File: config.mk
export PLATFORM = sky130hd
export DESIGN_NAME = fifo_wr_arbiter_flat
export DESIGN_NICKNAME = d
export VERILOG_FILES = /design/src/rtl/fifo_wr_arbiter_pkg.sv /design/src/rtl/fifo_wr_arbiter_if.sv /design/src/rtl/fifo_wr_arbiter_rr_picker.sv /design/src/rtl/fifo_wr_arbiter.sv /design/src/flat_wrapper.sv
export SDC_FILE = /design/constraint.sdc
export NUM_CORES = 1
export LEC_CHECK = 0
export ABC_AREA = 1
export BUFFER_PORTS_ARGS = -buffer_cell sky130_fd_sc_hd__buf_2
export CAP_MARGIN = 40
export CORE_ASPECT_RATIO = 1.1
export CORE_MARGIN = 3
export CORE_UTILIZATION = 56
export CTS_CLUSTER_DIAMETER = 200
export CTS_CLUSTER_SIZE = 12
export DETAILED_ROUTE_END_ITERATION = 10
export PLACE_DENSITY = 0.92
export SYNTH_ARGS = -nofsm -noshare
export SYNTH_HDL_FRONTEND = slang
export SYNTH_SLANG_ARGS = --single-unit
export TNS_END_PERCENT = 5
File: constraint.sdc
create_clock -name clk_i -period 7.19 [get_ports clk_i]
set_input_delay 0.719 -clock clk_i [delete_from_list [all_inputs] [get_ports clk_i]]
set_output_delay 0.719 -clock clk_i [all_outputs]
set_load 0.01 [all_outputs]
File: src/rtl/fifo_wr_arbiter_pkg.sv
// Shared FSM encoding, parameter defaults and width helpers for the
// credit-based FIFO write arbiter.
package fifo_arb_pkg;

    localparam int DEF_WIDTH     = 4;
    localparam int DEF_DEPTH     = 16;
    localparam int DEF_NREQ      = 4;
    localparam int DEF_BURST_LEN = 4;

    typedef enum logic [0:0] {
        IDLE  = 1'b0,
        BURST = 1'b1
    } arb_state_e;

    // Credit counter must represent 0..DEPTH inclusive.
    function automatic int credit_width(input int depth);
        return $clog2(depth) + 1;
    endfunction

    function automatic int idx_width(input int n);
        return (n > 1) ? $clog2(n) : 1;
    endfunction

    function automatic int cnt_width(input int burst_len);
        return $clog2(burst_len + 1);
    endfunction

endpackage

File: src/rtl/fifo_wr_arbiter_if.sv
// Requester-side bundle: per-requester valid, packed data words and the
// combinational one-hot grant returned by the arbiter.
interface fifo_wr_arbiter_if
    import fifo_arb_pkg::*;
#(
    parameter int NREQ  = DEF_NREQ,
    parameter int WIDTH = DEF_WIDTH
);

    logic [NREQ-1:0]       req;
    logic [NREQ*WIDTH-1:0] wdata;
    logic [NREQ-1:0]       gnt;

    modport master (
        output req,
        output wdata,
        input  gnt
    );

    modport slave (
        input  req,
        input  wdata,
        output gnt
    );

endinterface

File: src/rtl/fifo_wr_arbiter_rr_picker.sv
// Combinational rotating first-set search: lowest requesting index at or
// after ptr_i, wrapping to the lowest requesting index overall.
module rr_picker #(
    parameter int N  = 4,
    parameter int PW = 2
) (
    input  logic [N-1:0]  req_i,
    input  logic [PW-1:0] ptr_i,
    output logic [N-1:0]  gnt_o,
    output logic          valid_o
);

    logic [N-1:0] hi_mask;
    logic [N-1:0] hi_req;
    logic [N-1:0] hi_first;
    logic [N-1:0] all_first;

    generate
        for (genvar gi = 0; gi < N; gi++) begin : g_mask
            assign hi_mask[gi] = (32'(ptr_i) <= gi);
        end
    endgenerate

    assign hi_req = req_i & hi_mask;

    // x & -x isolates the lowest set bit.
    assign hi_first  = hi_req & (~hi_req + N'(1));
    assign all_first = req_i & (~req_i + N'(1));

    assign gnt_o   = (hi_req != '0) ? hi_first : all_first;
    assign valid_o = |req_i;

endmodule

File: src/rtl/fifo_wr_arbiter.sv
// Burst round-robin arbiter feeding a downstream sync FIFO; admission is
// gated by a free-slot credit counter replenished by fifo_rd_i pulses.
module fifo_wr_arbiter
    import fifo_arb_pkg::*;
#(
    parameter int WIDTH     = DEF_WIDTH,
    parameter int DEPTH     = DEF_DEPTH,
    parameter int NREQ      = DEF_NREQ,
    parameter int BURST_LEN = DEF_BURST_LEN
) (
    input  logic                           clk_i,
    input  logic                           rst_i,
    fifo_wr_arbiter_if.slave               req_if,
    output logic                           fifo_wr_en_o,
    output logic [WIDTH-1:0]               fifo_wdata_o,
    input  logic                           fifo_rd_i,
    output logic [credit_width(DEPTH)-1:0] credit_o,
    output logic                           err_o
);

    localparam int CW = credit_width(DEPTH);
    localparam int PW = idx_width(NREQ);
    localparam int KW = cnt_width(BURST_LEN);

    localparam logic [CW-1:0] CREDIT_FULL = CW'(DEPTH);
    localparam logic [KW-1:0] CNT_MAX     = KW'(BURST_LEN);
    localparam logic [PW-1:0] LAST_IDX    = PW'(NREQ - 1);

    arb_state_e       state_q, state_d;
    logic [PW-1:0]    owner_q, owner_d;
    logic [PW-1:0]    ptr_q, ptr_d;
    logic [KW-1:0]    cnt_q, cnt_d;
    logic [CW-1:0]    credit_q, credit_d;
    logic             err_q, err_d;
    logic             wr_en_q;
    logic [WIDTH-1:0] wdata_q;

    logic [NREQ-1:0]  pick_onehot;
    logic             pick_valid;
    logic [PW-1:0]    pick_idx;
    logic             credit_avail;
    logic             credit_full;
    logic             owner_req;
    logic             accept;
    logic [PW-1:0]    acc_idx;
    logic [WIDTH-1:0] acc_data;
    logic [NREQ-1:0]  gnt;

    function automatic logic [PW-1:0] wrap_inc(input logic [PW-1:0] idx);
        return (idx == LAST_IDX) ? '0 : idx + PW'(1);
    endfunction

    rr_picker #(
        .N  (NREQ),
        .PW (PW)
    ) u_picker (
        .req_i   (req_if.req),
        .ptr_i   (ptr_q),
        .gnt_o   (pick_onehot),
        .valid_o (pick_valid)
    );

    always_comb begin
        pick_idx = '0;
        for (int n = 0; n < NREQ; n++) begin
            if (pick_onehot[n]) begin
                pick_idx = PW'(n);
            end
        end
    end

    assign credit_avail = (credit_q != '0);
    assign credit_full  = (credit_q == CREDIT_FULL);
    assign owner_req    = req_if.req[owner_q];

    always_comb begin
        state_d = state_q;
        owner_d = owner_q;
        ptr_d   = ptr_q;
        cnt_d   = cnt_q;
        gnt     = '0;
        accept  = 1'b0;
        acc_idx = owner_q;

        case (state_q)
            IDLE: begin
                if (credit_avail && pick_valid) begin
                    gnt     = pick_onehot;
                    accept  = 1'b1;
                    acc_idx = pick_idx;
                    owner_d = pick_idx;
                    cnt_d   = KW'(1);
                    if (BURST_LEN == 1) begin
                        ptr_d = wrap_inc(pick_idx);
                    end else begin
                        state_d = BURST;
                    end
                end
            end
            BURST: begin
                // Exit cycle issues no grant so the next owner is chosen fresh.
                if (!owner_req || cnt_q >= CNT_MAX) begin
                    state_d = IDLE;
                    ptr_d   = wrap_inc(owner_q);
                end else if (credit_avail) begin
                    gnt[owner_q] = 1'b1;
                    accept       = 1'b1;
                    cnt_d        = cnt_q + KW'(1);
                end
            end
            default: begin
                state_d = IDLE;
            end
        endcase

        if (rst_i) begin
            gnt    = '0;
            accept = 1'b0;
        end
    end

    always_comb begin
        acc_data = '0;
        for (int n = 0; n < NREQ; n++) begin
            if (acc_idx == PW'(n)) begin
                acc_data = req_if.wdata[n*WIDTH +: WIDTH];
            end
        end
    end

    // A return with the counter already full has no slot to free.
    always_comb begin
        credit_d = credit_q;
        err_d    = err_q;
        case ({accept, fifo_rd_i})
            2'b10: credit_d = credit_q - CW'(1);
            2'b01: begin
                if (credit_full) begin
                    err_d = 1'b1;
                end else begin
                    credit_d = credit_q + CW'(1);
                end
            end
            default: credit_d = credit_q;
        endcase
    end

    always_ff @(posedge clk_i) begin
        if (rst_i) begin
            state_q  <= IDLE;
            owner_q  <= '0;
            ptr_q    <= '0;
            cnt_q    <= '0;
            credit_q <= CREDIT_FULL;
            err_q    <= 1'b0;
            wr_en_q  <= 1'b0;
            wdata_q  <= '0;
        end else begin
            state_q  <= state_d;
            owner_q  <= owner_d;
            ptr_q    <= ptr_d;
            cnt_q    <= cnt_d;
            credit_q <= credit_d;
            err_q    <= err_d;
            wr_en_q  <= accept;
            if (accept) begin
                wdata_q <= acc_data;
            end
        end
    end

    assign req_if.gnt   = gnt;
    assign fifo_wr_en_o = wr_en_q;
    assign fifo_wdata_o = wdata_q;
    assign credit_o     = credit_q;
    assign err_o        = err_q;

    a_gnt_onehot: assert property (@(posedge clk_i) disable iff (rst_i) $onehot0(req_if.gnt));
    a_credit_range: assert property (@(posedge clk_i) disable iff (rst_i) credit_q <= CREDIT_FULL);

endmodule

File: src/flat_wrapper.sv
// flat-port wrapper written by rule: the top's interface ports become plain ports
module fifo_wr_arbiter_flat import fifo_arb_pkg::*;
#(
    parameter int WIDTH     = DEF_WIDTH,
    parameter int DEPTH     = DEF_DEPTH,
    parameter int NREQ      = DEF_NREQ,
    parameter int BURST_LEN = DEF_BURST_LEN
)
  (clk_i, rst_i, fifo_wr_en_o, fifo_wdata_o, fifo_rd_i, credit_o, err_o, req_if_req, req_if_wdata, req_if_gnt);
  fifo_wr_arbiter_if #(.NREQ(NREQ), .WIDTH(WIDTH)) req_if_i ();
  input  logic clk_i;
  input  logic rst_i;
  output logic fifo_wr_en_o;
  output logic [WIDTH-1:0] fifo_wdata_o;
  input  logic fifo_rd_i;
  output logic [credit_width(DEPTH)-1:0] credit_o;
  output logic err_o;
  input wire logic [$bits(req_if_i.req)-1:0] req_if_req;
  input wire logic [$bits(req_if_i.wdata)-1:0] req_if_wdata;
  output wire logic [$bits(req_if_i.gnt)-1:0] req_if_gnt;
  assign req_if_i.req = req_if_req;
  assign req_if_i.wdata = req_if_wdata;
  assign req_if_gnt = req_if_i.gnt;
  fifo_wr_arbiter #(.WIDTH(WIDTH), .DEPTH(DEPTH), .NREQ(NREQ), .BURST_LEN(BURST_LEN)) u_core (.clk_i(clk_i), .rst_i(rst_i), .req_if(req_if_i), .fifo_wr_en_o(fifo_wr_en_o), .fifo_wdata_o(fifo_wdata_o), .fifo_rd_i(fifo_rd_i), .credit_o(credit_o), .err_o(err_o));
endmodule
==> key figures <==
Detailed routing
  • Pre-antenna DRT Iters: 4
  • DR vias: 1436
  • Routed WL: 3190 um
  • Post-DRT Antenna Nets: 0
  • Drt wl/cell: 11.7 um
  • Remaining DRCs: 0
  • Vias/cell: 5.28
  • 1st-iter DRT viols: 41

Run status
  • Status: completed

Placed design
  • DP Area: 1630 um2
  • Final HPWL DP: 2600 um
  • I/O Buffers: 37
  • RD Place Congestion: 0.796

Worst hold path
  • Hold EP: u_core.err_o
  • Worst hold stages: 2
  • HP Class: reg2reg
  • Hold path startpoint: u_core.err_o

Worst setup path
  • WS Path Type: in2reg
  • Worst R2R Start: u_core.owner_q[0]
  • R2r setup slk: 4.57 ns
  • Reg2reg end: u_core.credit_o[4]
  • Startpoint Class: primary input
  • R2R depth: 17
  • CP Max Fanout: 8
  • Required @ worst endpoint: 7.39 ns
  • CP Data Arrival Time: 2.88 ns
  • CP endpoint kind: flip-flop

Floorplan
  • Top Ports: 38
  • Die area: 3170 um2
  • Initial Utilization: 61.2%
  • Die Ht: 58.8 um
  • Core region area: 2320 um2
  • Cell Rows: 18
  • Die width: 54.0 um

Run
  • Max Cap Viol: 0

Clock network
  • Inserted Clock Buffers: 3
  • H-tree depth: 1
  • TritonCTS clock tree: built
  • Clock Latency Late Sink: 0.31 ns
  • Post-CTS setup buffer count: 0
  • Post-CTS Resized: 0
  • CTS max path bufs: 2
  • CTS root buffer: clkbuf_4
  • Clock transition at path regs: 0.11 ns
  • Post-cts hold buffer count: 0
  • CTS sink cnt: 19

Power
  • Int Power: 0.000249 W
  • Final Power: 0.000468 W
  • Comb power frac: 55.0%
  • Power per Cell Area: 282 nW/um2
  • Net Sw Power: 0.000219 W
  • Worst vdd ir: 236 uV
  • Pleak: 0.844 nW
  • Register share of total power: 33.0%
  • Sw Ratio: 46.8%
  • Clock network power share: 11.9%

Global route
  • Largest net degree at the start of global routing: 16
  • Gr ovfl total: 0
  • Vias in the first global route: 1303
  • First-pass GRT wire length: 5280 um
  • Antenna violations before repair: 0
  • GRT Overall Usage: 22.0%

Final layout
  • Share of layout cells above drive strength 1: 26.9%
  • Design area: 1660 um2
  • Layout Nets: 275
  • Core Util, Final: 71.4%
  • Commonest non-fill, non-tap cells in the layout: nand2_1, buf_2, inv_1
  • Area growth syn-to-layout: 16.8%
  • Most common cell after layout, fill and taps aside: nand2_1
  • N_diodes: 0

Synthesis
  • Cells after Synth: 203
  • Yosys warnings: 0
  • Ys async rst share: 0%
  • Syn_nets: 235
  • Library cells used by synthesis: 33
  • Number of synthesized register bits: 19
  • Number of synthesized flops with an enable pin: 0
  • Dominant register cell in the synthesized netlist: dfxtp_1
  • Synthesized area: 1420 um2
  • Sequential share of the synthesized area: 26.8%
  • Mean post-synth cell area: 6.99 um2

Timing
  • Total negative setup slack: 0 ns
  • RSZ-0062 raised after global routing: false
  • Final min period: 2.68 ns
  • Final Hold Viols: 0
  • Setup Skew: 0.00883 ns
  • Fmax: 0.373 GHz
  • Setup violators final: 0
  • Slew Viols, Final: 0
  • Fin crit share: 37.3%
  • Worst slew pin tran: 0.394 ns
  • Relative slew slack: 73.7%
## cells in the mapped netlist, types with 2 or more instances
cell | count | area (um2)
nor2_8 | 2 | 40.0
nand3_1 | 17 | 85.1
nand4_1 | 10 | 62.6
a31oi_1 | 2 | 12.5
a21oi_2 | 2 | 17.5
a21oi_1 | 15 | 75.1
o21ai_0 | 11 | 55.1
nand3b_1 | 4 | 30.0
nor2_1 | 19 | 71.3
inv_1 | 24 | 90.1
nand2_4 | 2 | 22.5
nand2_2 | 5 | 31.3
dfxtp_1 | 19 | 380
nand2_1 | 38 | 143
nor2_4 | 3 | 33.8
nor2_2 | 2 | 12.5
ha_1 | 8 | 100
inv_2 | 4 | 15.0
clkinv_1 | 2 | 7.51
## stage by stage
stage / setup slack [ns] / std cells / hold slack, ns
2_1_floorplan: 4.56 / 203 / 0.438
3_3_place_gp: 4.27 / 268 / 0.440
3_5_place_dp: 4.15 / 268 / 0.463
4_1_cts: 4.49 / 272 / 0.478
5_1_grt: 4.24 / 272 / 0.499
6_report: 4.51 / 272 / 0.475
## state kept, by name, indices dropped and copies added, names as in the netlist
name                 flops
u_core.ptr_q             2
u_core.owner_q           2
u_core.fifo_wr_en_o      1
u_core.cnt_q             3
u_core.fifo_wdata_o      4
u_core.state_q           1
u_core.err_o             1
u_core.credit_o          5
## area by class of cell
| class | instances | area, um2 |
|---|---|---|
| Timing Repair Buffer | 37 | 185 |
| Multi-Input combinational cell | 151 | 906 |
| Inverter | 31 | 121 |
| Clock buffer | 4 | 26.3 |
| Tap cell | 30 | 37.5 |
| Sequential cell | 19 | 380 |
| Fill cell | 205 | 663 |
## power groups by stage
stage / clock [W] / combinational (W) / sequential (W)
detailed placement: 0 / 0.000258 / 0.000157
floorplan: 0 / 0.000188 / 0.000160
finish: 0.0000559 / 0.000258 / 0.000154
global placement: 0 / 0.000252 / 0.000156
global route: 0.0000593 / 0.000293 / 0.000158
CTS: 0.0000551 / 0.000259 / 0.000155
## worst max path at each step
stage	startpoint	end	slack, ns	depth (start not counted)
after floorplan	req_if_req[2]	u_core.credit_o[4]	4.56	16
after global placement	req_if_req[2]	u_core.credit_o[4]	4.27	17
after detailed placement	req_if_req[2]	u_core.credit_o[4]	4.15	17
after CTS	req_if_req[2]	u_core.credit_o[4]	4.49	17
after global routing	req_if_req[2]	u_core.credit_o[4]	4.24	17
final	req_if_req[2]	u_core.credit_o[4]	4.51	17
## logic make-up (layout without fill, tap and decap cells)
logic type      count (synthesis)  count (layout)  share of synthesized area, %
xor+xnor                        2               2                          1.23
flops                          19              19                          26.8
fa+ha+maj                       9               9                          8.47
compound gates                 34              34                          13.5
buf+inv                        33              72                          9.35
simple gates                  106             106                          40.7
## critical path, cell delays in order
cell      delay, ns
buf_2          0.13
o21ai_0        0.21
o21ai_2        0.09
nand4_2        0.09
nand2_2        0.10
nand2_4        0.12
clkinv_4       0.09
nor2_1         0.19
inv_1          0.11
ha_1           0.33
a21o_1         0.17
a31oi_1        0.18
inv_1          0.06
nand4_1        0.11
nand2_1        0.06
nand2_1        0.05
nand3_1        0.05
## metal layers
layer	GRT usage, %	share of wire (%)
met1	26.1	43
met2	40.1	52
met3	1.52	3.4
met4	8.54	1.4
met5	0	0
(Power assumes the default switching activity.)
